### config.mk
export PLATFORM = sky130hd
export DESIGN_NAME = brief_desc_packer
export DESIGN_NICKNAME = d
export VERILOG_FILES = /design/src/rtl/brief_desc_packer.sv
export SDC_FILE = /design/constraint.sdc
export NUM_CORES = 1
export LEC_CHECK = 0
export CORE_ASPECT_RATIO = 1.25
export CORE_MARGIN = 1
export CORE_UTILIZATION = 35
export CTS_CLUSTER_DIAMETER = 60
export DETAILED_ROUTE_END_ITERATION = 10
export GPL_TIMING_DRIVEN = 0
export SKIP_CTS_REPAIR_TIMING = 1
export SLEW_MARGIN = 30
export SYNTH_ARGS = -nofsm -noshare
export SYNTH_HDL_FRONTEND = slang
export SYNTH_SLANG_ARGS = --single-unit
export TNS_END_PERCENT = 20
### constraint.sdc
create_clock -name clk -period 11.9 [get_ports clk]
set_input_delay 1.785 -clock clk [delete_from_list [all_inputs] [get_ports clk]]
set_output_delay 1.785 -clock clk [all_outputs]
set_load 0.01 [all_outputs]
### src/rtl/brief_desc_packer.sv
// Buffers finished BRIEF descriptors and streams each as header + payload words on a valid/ready bus.
// Optional DESC_CHECKSUM_EN appends an XOR-of-payload word that carries out_last.
module brief_desc_packer #(
   parameter int PNUM  = 256,
   parameter int WORDW = 32,
   parameter int DEPTH = 4,
   parameter int XYW   = 11
) (
   input  logic                     clk,
   input  logic                     rst,
   input  logic                     written,
   input  logic [XYW-1:0]           x,
   input  logic [XYW-1:0]           y,
   input  logic [PNUM-1:0]          binary_string,
   output logic                     out_valid,
   input  logic                     out_ready,
   output logic [WORDW-1:0]         out_data,
   output logic                     out_last,
   output logic                     overflow,
   output logic [15:0]              drop_cnt,
   output logic [$clog2(DEPTH):0]   fifo_level
);
   localparam int NW   = PNUM / WORDW;
   localparam int IDXW = (NW > 1) ? $clog2(NW) : 1;
   localparam int PW   = $clog2(DEPTH);
   localparam int LW   = PW + 1;
   localparam int MW   = 10 + 2 * XYW;
   localparam logic [IDXW-1:0] LAST_IDX = IDXW'(NW - 1);
   localparam logic [LW-1:0]   FULL_LVL = LW'(DEPTH);
`ifdef DESC_CHECKSUM_EN
   localparam bit CHK_EN = 1'b1;
`else
   localparam bit CHK_EN = 1'b0;
`endif

   typedef enum logic [1:0] {IDLE, HDR, PAY, CHK} state_t;

   state_t            state_q, state_d;
   logic [IDXW-1:0]   idx_q, idx_d;
   logic              out_valid_q, out_valid_d;
   logic [WORDW-1:0]  out_data_q, out_data_d;
   logic              out_last_q, out_last_d;
   logic [PW-1:0]     rd_ptr_q, rd_ptr_d, wr_ptr_q, wr_ptr_d;
   logic [LW-1:0]     level_q, level_d;
   logic [9:0]        seq_q, seq_d;
   logic              overflow_q, overflow_d;
   logic [15:0]       drop_cnt_q, drop_cnt_d;

   logic [PNUM-1:0]   mem_str  [DEPTH];
   logic [MW-1:0]     mem_meta [DEPTH];
   logic [WORDW-1:0]  head_words [NW];
   logic [MW-1:0]     head_meta, next_meta;
   logic              hs, pop, push_acc, drop, more_after_pop;

   function automatic logic [WORDW-1:0] hdr_word(input logic [MW-1:0] m);
      hdr_word = '0;
      hdr_word[MW-1:0] = m;
   endfunction

   for (genvar gi = 0; gi < NW; gi++) begin : g_words
      assign head_words[gi] = mem_str[rd_ptr_q][gi*WORDW +: WORDW];
   end

`ifdef DESC_CHECKSUM_EN
   logic [WORDW-1:0] chk_word;
   always_comb begin
      chk_word = '0;
      for (int i = 0; i < NW; i++) chk_word = chk_word ^ head_words[i];
   end
   assign pop = hs && (state_q == CHK);
`else
   assign pop = hs && (state_q == PAY) && (idx_q == LAST_IDX);
`endif

   assign hs       = out_valid_q && out_ready;
   assign push_acc = written && !rst && ((level_q != FULL_LVL) || pop);
   assign drop     = written && !rst && !push_acc;
   assign head_meta = mem_meta[rd_ptr_q];
   // With a single stored entry, the successor is the one being pushed right now.
   assign next_meta = (level_q > LW'(1)) ? mem_meta[rd_ptr_q + PW'(1)] : {seq_q, y, x};
   assign more_after_pop = (level_q > LW'(1)) || push_acc;

   always_comb begin
      wr_ptr_d   = push_acc ? wr_ptr_q + PW'(1) : wr_ptr_q;
      rd_ptr_d   = pop ? rd_ptr_q + PW'(1) : rd_ptr_q;
      seq_d      = push_acc ? seq_q + 10'd1 : seq_q;
      level_d    = level_q;
      if (push_acc && !pop)      level_d = level_q + LW'(1);
      else if (!push_acc && pop) level_d = level_q - LW'(1);
      overflow_d = overflow_q || drop;
      drop_cnt_d = (drop && drop_cnt_q != 16'hFFFF) ? drop_cnt_q + 16'd1 : drop_cnt_q;
   end

   always_comb begin
      state_d     = state_q;
      idx_d       = idx_q;
      out_valid_d = out_valid_q;
      out_data_d  = out_data_q;
      out_last_d  = out_last_q;
      if (pop) begin
         out_last_d = 1'b0;
         if (more_after_pop) begin
            state_d    = HDR;
            out_data_d = hdr_word(next_meta);
         end else begin
            state_d     = IDLE;
            out_valid_d = 1'b0;
            out_data_d  = '0;
         end
      end else begin
         case (state_q)
            IDLE: if (level_q != '0) begin
               state_d     = HDR;
               out_valid_d = 1'b1;
               out_data_d  = hdr_word(head_meta);
               out_last_d  = 1'b0;
            end
            HDR: if (hs) begin
               state_d    = PAY;
               idx_d      = '0;
               out_data_d = head_words[0];
               out_last_d = !CHK_EN && (LAST_IDX == '0);
            end
            PAY: begin
               if (hs && idx_q != LAST_IDX) begin
                  idx_d      = idx_q + IDXW'(1);
                  out_data_d = head_words[idx_d];
                  out_last_d = !CHK_EN && (idx_d == LAST_IDX);
               end
`ifdef DESC_CHECKSUM_EN
               else if (hs) begin
                  state_d    = CHK;
                  out_data_d = chk_word;
                  out_last_d = 1'b1;
               end
`endif
            end
            default: ;
         endcase
      end
   end

   // Storage carries no reset so it can map onto RAM; validity comes from the pointers.
   always_ff @(posedge clk) begin
      if (push_acc) begin
         mem_str[wr_ptr_q]  <= binary_string;
         mem_meta[wr_ptr_q] <= {seq_q, y, x};
      end
   end

   always_ff @(posedge clk) begin
      if (rst) begin
         state_q     <= IDLE;
         idx_q       <= '0;
         out_valid_q <= 1'b0;
         out_data_q  <= '0;
         out_last_q  <= 1'b0;
         rd_ptr_q    <= '0;
         wr_ptr_q    <= '0;
         level_q     <= '0;
         seq_q       <= '0;
         overflow_q  <= 1'b0;
         drop_cnt_q  <= '0;
      end else begin
         state_q     <= state_d;
         idx_q       <= idx_d;
         out_valid_q <= out_valid_d;
         out_data_q  <= out_data_d;
         out_last_q  <= out_last_d;
         rd_ptr_q    <= rd_ptr_d;
         wr_ptr_q    <= wr_ptr_d;
         level_q     <= level_d;
         seq_q       <= seq_d;
         overflow_q  <= overflow_d;
         drop_cnt_q  <= drop_cnt_d;
      end
   end

   assign out_valid  = out_valid_q;
   assign out_data   = out_data_q;
   assign out_last   = out_last_q;
   assign overflow   = overflow_q;
   assign drop_cnt   = drop_cnt_q;
   assign fifo_level = level_q;
endmodule

==> flow_results.xml <==
<?xml version="1.0" encoding="UTF-8"?>
<metrics>
  <group name="route">
    <metric name="detail_route.first_pass.iterations" unit="">5</metric>
    <metric name="route.antenna.remaining_nets" unit="">0</metric>
    <metric name="drt-total-wl" unit="um">151000</metric>
    <metric name="drt-vias-per-instance" unit="">5.39</metric>
    <metric name="drt_iter0_drc" unit="">2686</metric>
    <metric name="routedWlPerCell" unit="um">29.4</metric>
    <metric name="detailroute.via_count" unit="">27700</metric>
    <metric name="detail_route.drc_violations" unit="">0</metric>
  </group>
  <group name="die">
    <metric name="std_cell_rows" unit="">153</metric>
    <metric name="core_region_area" unit="um2">140000</metric>
    <metric name="overall_die_width" unit="um">338</metric>
    <metric name="top_level_ports" unit="">336</metric>
    <metric name="die-height" unit="um">422</metric>
    <metric name="die_footprint" unit="um2">143000</metric>
    <metric name="initial_utilization" unit="%">35.4</metric>
  </group>
  <group name="timing">
    <metric name="rsz_0062_raised_after_global_routing" unit="">no</metric>
    <metric name="min_period_over_period" unit="%">47.3</metric>
    <metric name="timing_max_transition_violations_final" unit="">0</metric>
    <metric name="timing.slew.headroom" unit="%">32.0</metric>
    <metric name="tightestPinTransition" unit="ns">1.02</metric>
    <metric name="setup_violations" unit="">0</metric>
    <metric name="timing.final.crit_period" unit="ns">5.63</metric>
    <metric name="hold_slack" unit="ns">0.488</metric>
    <metric name="timing.final.hold_violations" unit="">0</metric>
    <metric name="fmaxAchievable" unit="GHz">0.178</metric>
    <metric name="setup_tns_after_final_layout" unit="ns">0</metric>
    <metric name="finalClockSkew" unit="ns">0.0243</metric>
  </group>
  <group name="logic_synthesis">
    <metric name="most_instantiated_flip_flop_cell_in_the_synthesis_netlist" unit="">sky130_fd_sc_hd__edfxtp_1</metric>
    <metric name="post_synth_inst_count" unit="">2656</metric>
    <metric name="synth.avg_cell_area" unit="um2">18.6</metric>
    <metric name="syn-cell-area" unit="um2">49500</metric>
    <metric name="ys_warn_count" unit="">0</metric>
    <metric name="synth-async-reset-ratio" unit="%">0</metric>
    <metric name="synth_sequential_area_ratio" unit="%">73.0</metric>
    <metric name="synthesis.nets" unit="">2956</metric>
    <metric name="synth_enable_flop_cells" unit="">1152</metric>
    <metric name="synth.ff_latch_count" unit="">1227</metric>
    <metric name="synth.distinct_cells" unit="">59</metric>
  </group>
  <group name="setup_path">
    <metric name="critical_path.max_fanout" unit="">10</metric>
    <metric name="setup.worst_path.end_class" unit="">flip-flop</metric>
    <metric name="worstSetupPathType" unit="">flip-flop to flip-flop</metric>
    <metric name="worst_setup_path_start_kind" unit="">flip-flop</metric>
    <metric name="worst_ep_required" unit="ns">12.57</metric>
    <metric name="cp_data_arrival_time" unit="ns">6.30</metric>
  </group>
  <group name="layout">
    <metric name="final_cell_mix" unit="">sky130_fd_sc_hd__edfxtp_1 (1,152), sky130_fd_sc_hd__clkdlybuf4s50_1 (335), sky130_fd_sc_hd__mux2i_1 (270), sky130_fd_sc_hd__mux4_2 (204), sky130_fd_sc_hd__clkbuf_16 (120)</metric>
    <metric name="filler_cell_count" unit="">12300</metric>
    <metric name="combined_flip_flop_and_latch_cell_area" unit="um2">36100</metric>
    <metric name="multiInputGateArea" unit="um2">12400</metric>
    <metric name="mostFrequentLayoutCell" unit="">sky130_fd_sc_hd__edfxtp_1</metric>
    <metric name="fin_util" unit="%">42.8</metric>
    <metric name="fraction_of_final_layout_cells_sized_beyond_drive_strength_1" unit="%">16.9</metric>
    <metric name="layout-area-overhead-vs-synth" unit="%">21.0</metric>
    <metric name="stdcell_count" unit="">5128</metric>
    <metric name="final_net_count" unit="">3447</metric>
  </group>
  <group name="flow_run">
    <metric name="max-cap-violations" unit="">0</metric>
  </group>
  <group name="power">
    <metric name="switching_share" unit="%">25.8</metric>
    <metric name="seqPwrFrac" unit="%">49.8</metric>
    <metric name="power.switching" unit="W">0.00258</metric>
    <metric name="leakagePower" unit="nW">18.5</metric>
    <metric name="pwr-share-comb" unit="%">13.3</metric>
    <metric name="p_per_area" unit="nW/um2">167</metric>
    <metric name="p_int" unit="W">0.00741</metric>
    <metric name="vdd.ir_drop.worst" unit="mV">0.114</metric>
    <metric name="p_clk_share" unit="%">36.9</metric>
  </group>
  <group name="cts">
    <metric name="tritoncts.num_buffers" unit="">118</metric>
    <metric name="cts.reportedPaths.clkPinSlew" unit="ns">0.06</metric>
    <metric name="cts-htree-levels" unit="">3</metric>
    <metric name="numClockSinks" unit="">1227</metric>
    <metric name="tritoncts_clock_tree" unit="">yes</metric>
    <metric name="clock_tree.root_cell" unit="">sky130_fd_sc_hd__clkbuf_16</metric>
    <metric name="cts.path.max_buffers" unit="">3</metric>
    <metric name="insertion_delay" unit="ns">0.75</metric>
  </group>
  <group name="global_routing">
    <metric name="number_of_antenna_violations_at_the_first_check_in_global_routing" unit="">79</metric>
    <metric name="grt_pass1_vias" unit="">28100</metric>
    <metric name="overflow" unit="">0</metric>
    <metric name="grt_max_degree" unit="">40</metric>
    <metric name="grt_pass1_wl" unit="um">211000</metric>
    <metric name="grt_usage" unit="%">20.9</metric>
  </group>
  <group name="hold_path">
    <metric name="hold_class" unit="">flip-flop to flip-flop</metric>
  </group>
  <group name="placed_design">
    <metric name="gp_routability_congestion" unit="">0.889</metric>
    <metric name="place.detailed.instances" unit="">4887</metric>
    <metric name="io_buffer_count" unit="">335</metric>
    <metric name="dp_hpwl" unit="um">109000</metric>
  </group>
  <group name="status">
    <metric name="run_status" unit="">completed</metric>
  </group>
</metrics>
area by class of cell:
| type | count | share of cell area, % |
|---|---|---|
| diodes | 20 | 0.0836 |
| plain buffers | 168 | 1.72 |
| clock buffers | 144 | 5.20 |
| clock inverters | 77 | 1.10 |
| inverters | 9 | 0.0565 |
| multi-input cells | 1252 | 20.7 |
| flip-flops and latches | 1227 | 60.3 |
| well taps | 1860 | 3.89 |
| repair buffers | 371 | 6.94 |
synth_stat cells (all sizes together) (7+ instances only):
master	instances	area [um2]
a31oi	9	62.6
and2	8	50.1
mux2i	271	2710
or2	10	62.6
o22ai	27	169
nand3	32	160
dfxtp	75	1500
mux4	204	4590
o31ai	7	52.6
ha	18	225
a221oi	29	254
edfxtp	1152	34600
or3	7	43.8
and3	12	75.1
nor2	85	319
a21o	7	52.6
a22o	17	149
a2111oi	25	238
buf	100	761
nand2b	10	62.6
xor2	18	158
nor3	14	75.1
a21oi	101	505
nand4	12	75.1
o221ai	17	149
clkbuf	68	259
nor2b	28	175
o22a	15	131
o21ai	19	95.1
nor4	10	62.6
mux2	17	191
o211ai	28	210
a221o	9	90.1
nand2	85	319
inv	9	33.8
o2111ai	7	61.3
o32ai	9	78.8
a22oi	36	270
a211oi	32	240
per-stage QoR:
| step | setup WS, ns | total power, W | instance area (um2) |
|---|---|---|---|
| after global routing | 6.17 | 0.0103 | 59800 |
| final | 6.27 | 0.0100 | 59800 |
| after global placement | -5.04 | 0.00643 | 55100 |
| after detailed placement | 6.12 | 0.00640 | 56000 |
| after CTS | 6.12 | 0.0101 | 59800 |
| after floorplan | 1.81 | 0.00567 | 49500 |
worst max-delay path, cell delays in order, from the launching register on:
cell                        delay [ns]
sky130_fd_sc_hd__dfxtp_1          0.37
sky130_fd_sc_hd__inv_1            0.09
sky130_fd_sc_hd__buf_2            0.31
sky130_fd_sc_hd__buf_1            0.44
sky130_fd_sc_hd__clkbuf_1         0.68
sky130_fd_sc_hd__ha_1             0.40
sky130_fd_sc_hd__buf_1            0.63
sky130_fd_sc_hd__clkbuf_1         0.79
sky130_fd_sc_hd__clkbuf_1         0.57
sky130_fd_sc_hd__a22oi_1          0.19
sky130_fd_sc_hd__o2111ai_1        0.70
sky130_fd_sc_hd__a31oi_1          0.25
sky130_fd_sc_hd__nor2_1           0.13
registers in the layout (all words and copies together) (netlist names), named ones only:
name / count
rd_ptr_q: 2
seq_q: 10
out_last: 1
idx_q: 3
mem_str: 1024
drop_cnt: 16
state_q: 2
wr_ptr_q: 2
fifo_level: 3
overflow: 1
mem_meta: 128
out_valid: 1
out_data: 32
cells by family after synthesis:
family / count (synthesis) / synth area share, %
AOI/OAI and AO/OA: 396 / 5.71
muxes: 492 / 15.2
buffers and inverters: 177 / 2.13
and+or+nand+nor: 323 / 3.16
DFF: 1227 / 73.0
xor gates and xnor gates: 23 / 0.407
adders and majority gates: 18 / 0.455
worst paths after layout:
check,start,end,slack (ns),depth (start not counted)
max,idx_q[0],out_data[9],6.27,12
min,out_data[10],out_data[10],0.49,1
max reg2reg,idx_q[0],out_data[9],6.27,12
min reg2reg,out_data[10],out_data[10],0.49,1
power by group through the flow:
stage,clock [W],sequential (W),combinational [W]
detailed placement,0,0.00507,0.00134
global placement,0,0.00514,0.00129
floorplan,0,0.00510,0.000568
global route,0.00390,0.00499,0.00139
finish,0.00369,0.00497,0.00133
CTS,0.00375,0.00497,0.00134
routing by layer:
layer	track usage (%)	wire length, um	vias up
met5	0	501	-
met4	8.74	6250	82
met3	5.65	11900	336
met2	35.1	74600	992
met1	25.2	57700	14300
li1	-	-	12000
Note: power is estimated with default switching activity, not from simulation.
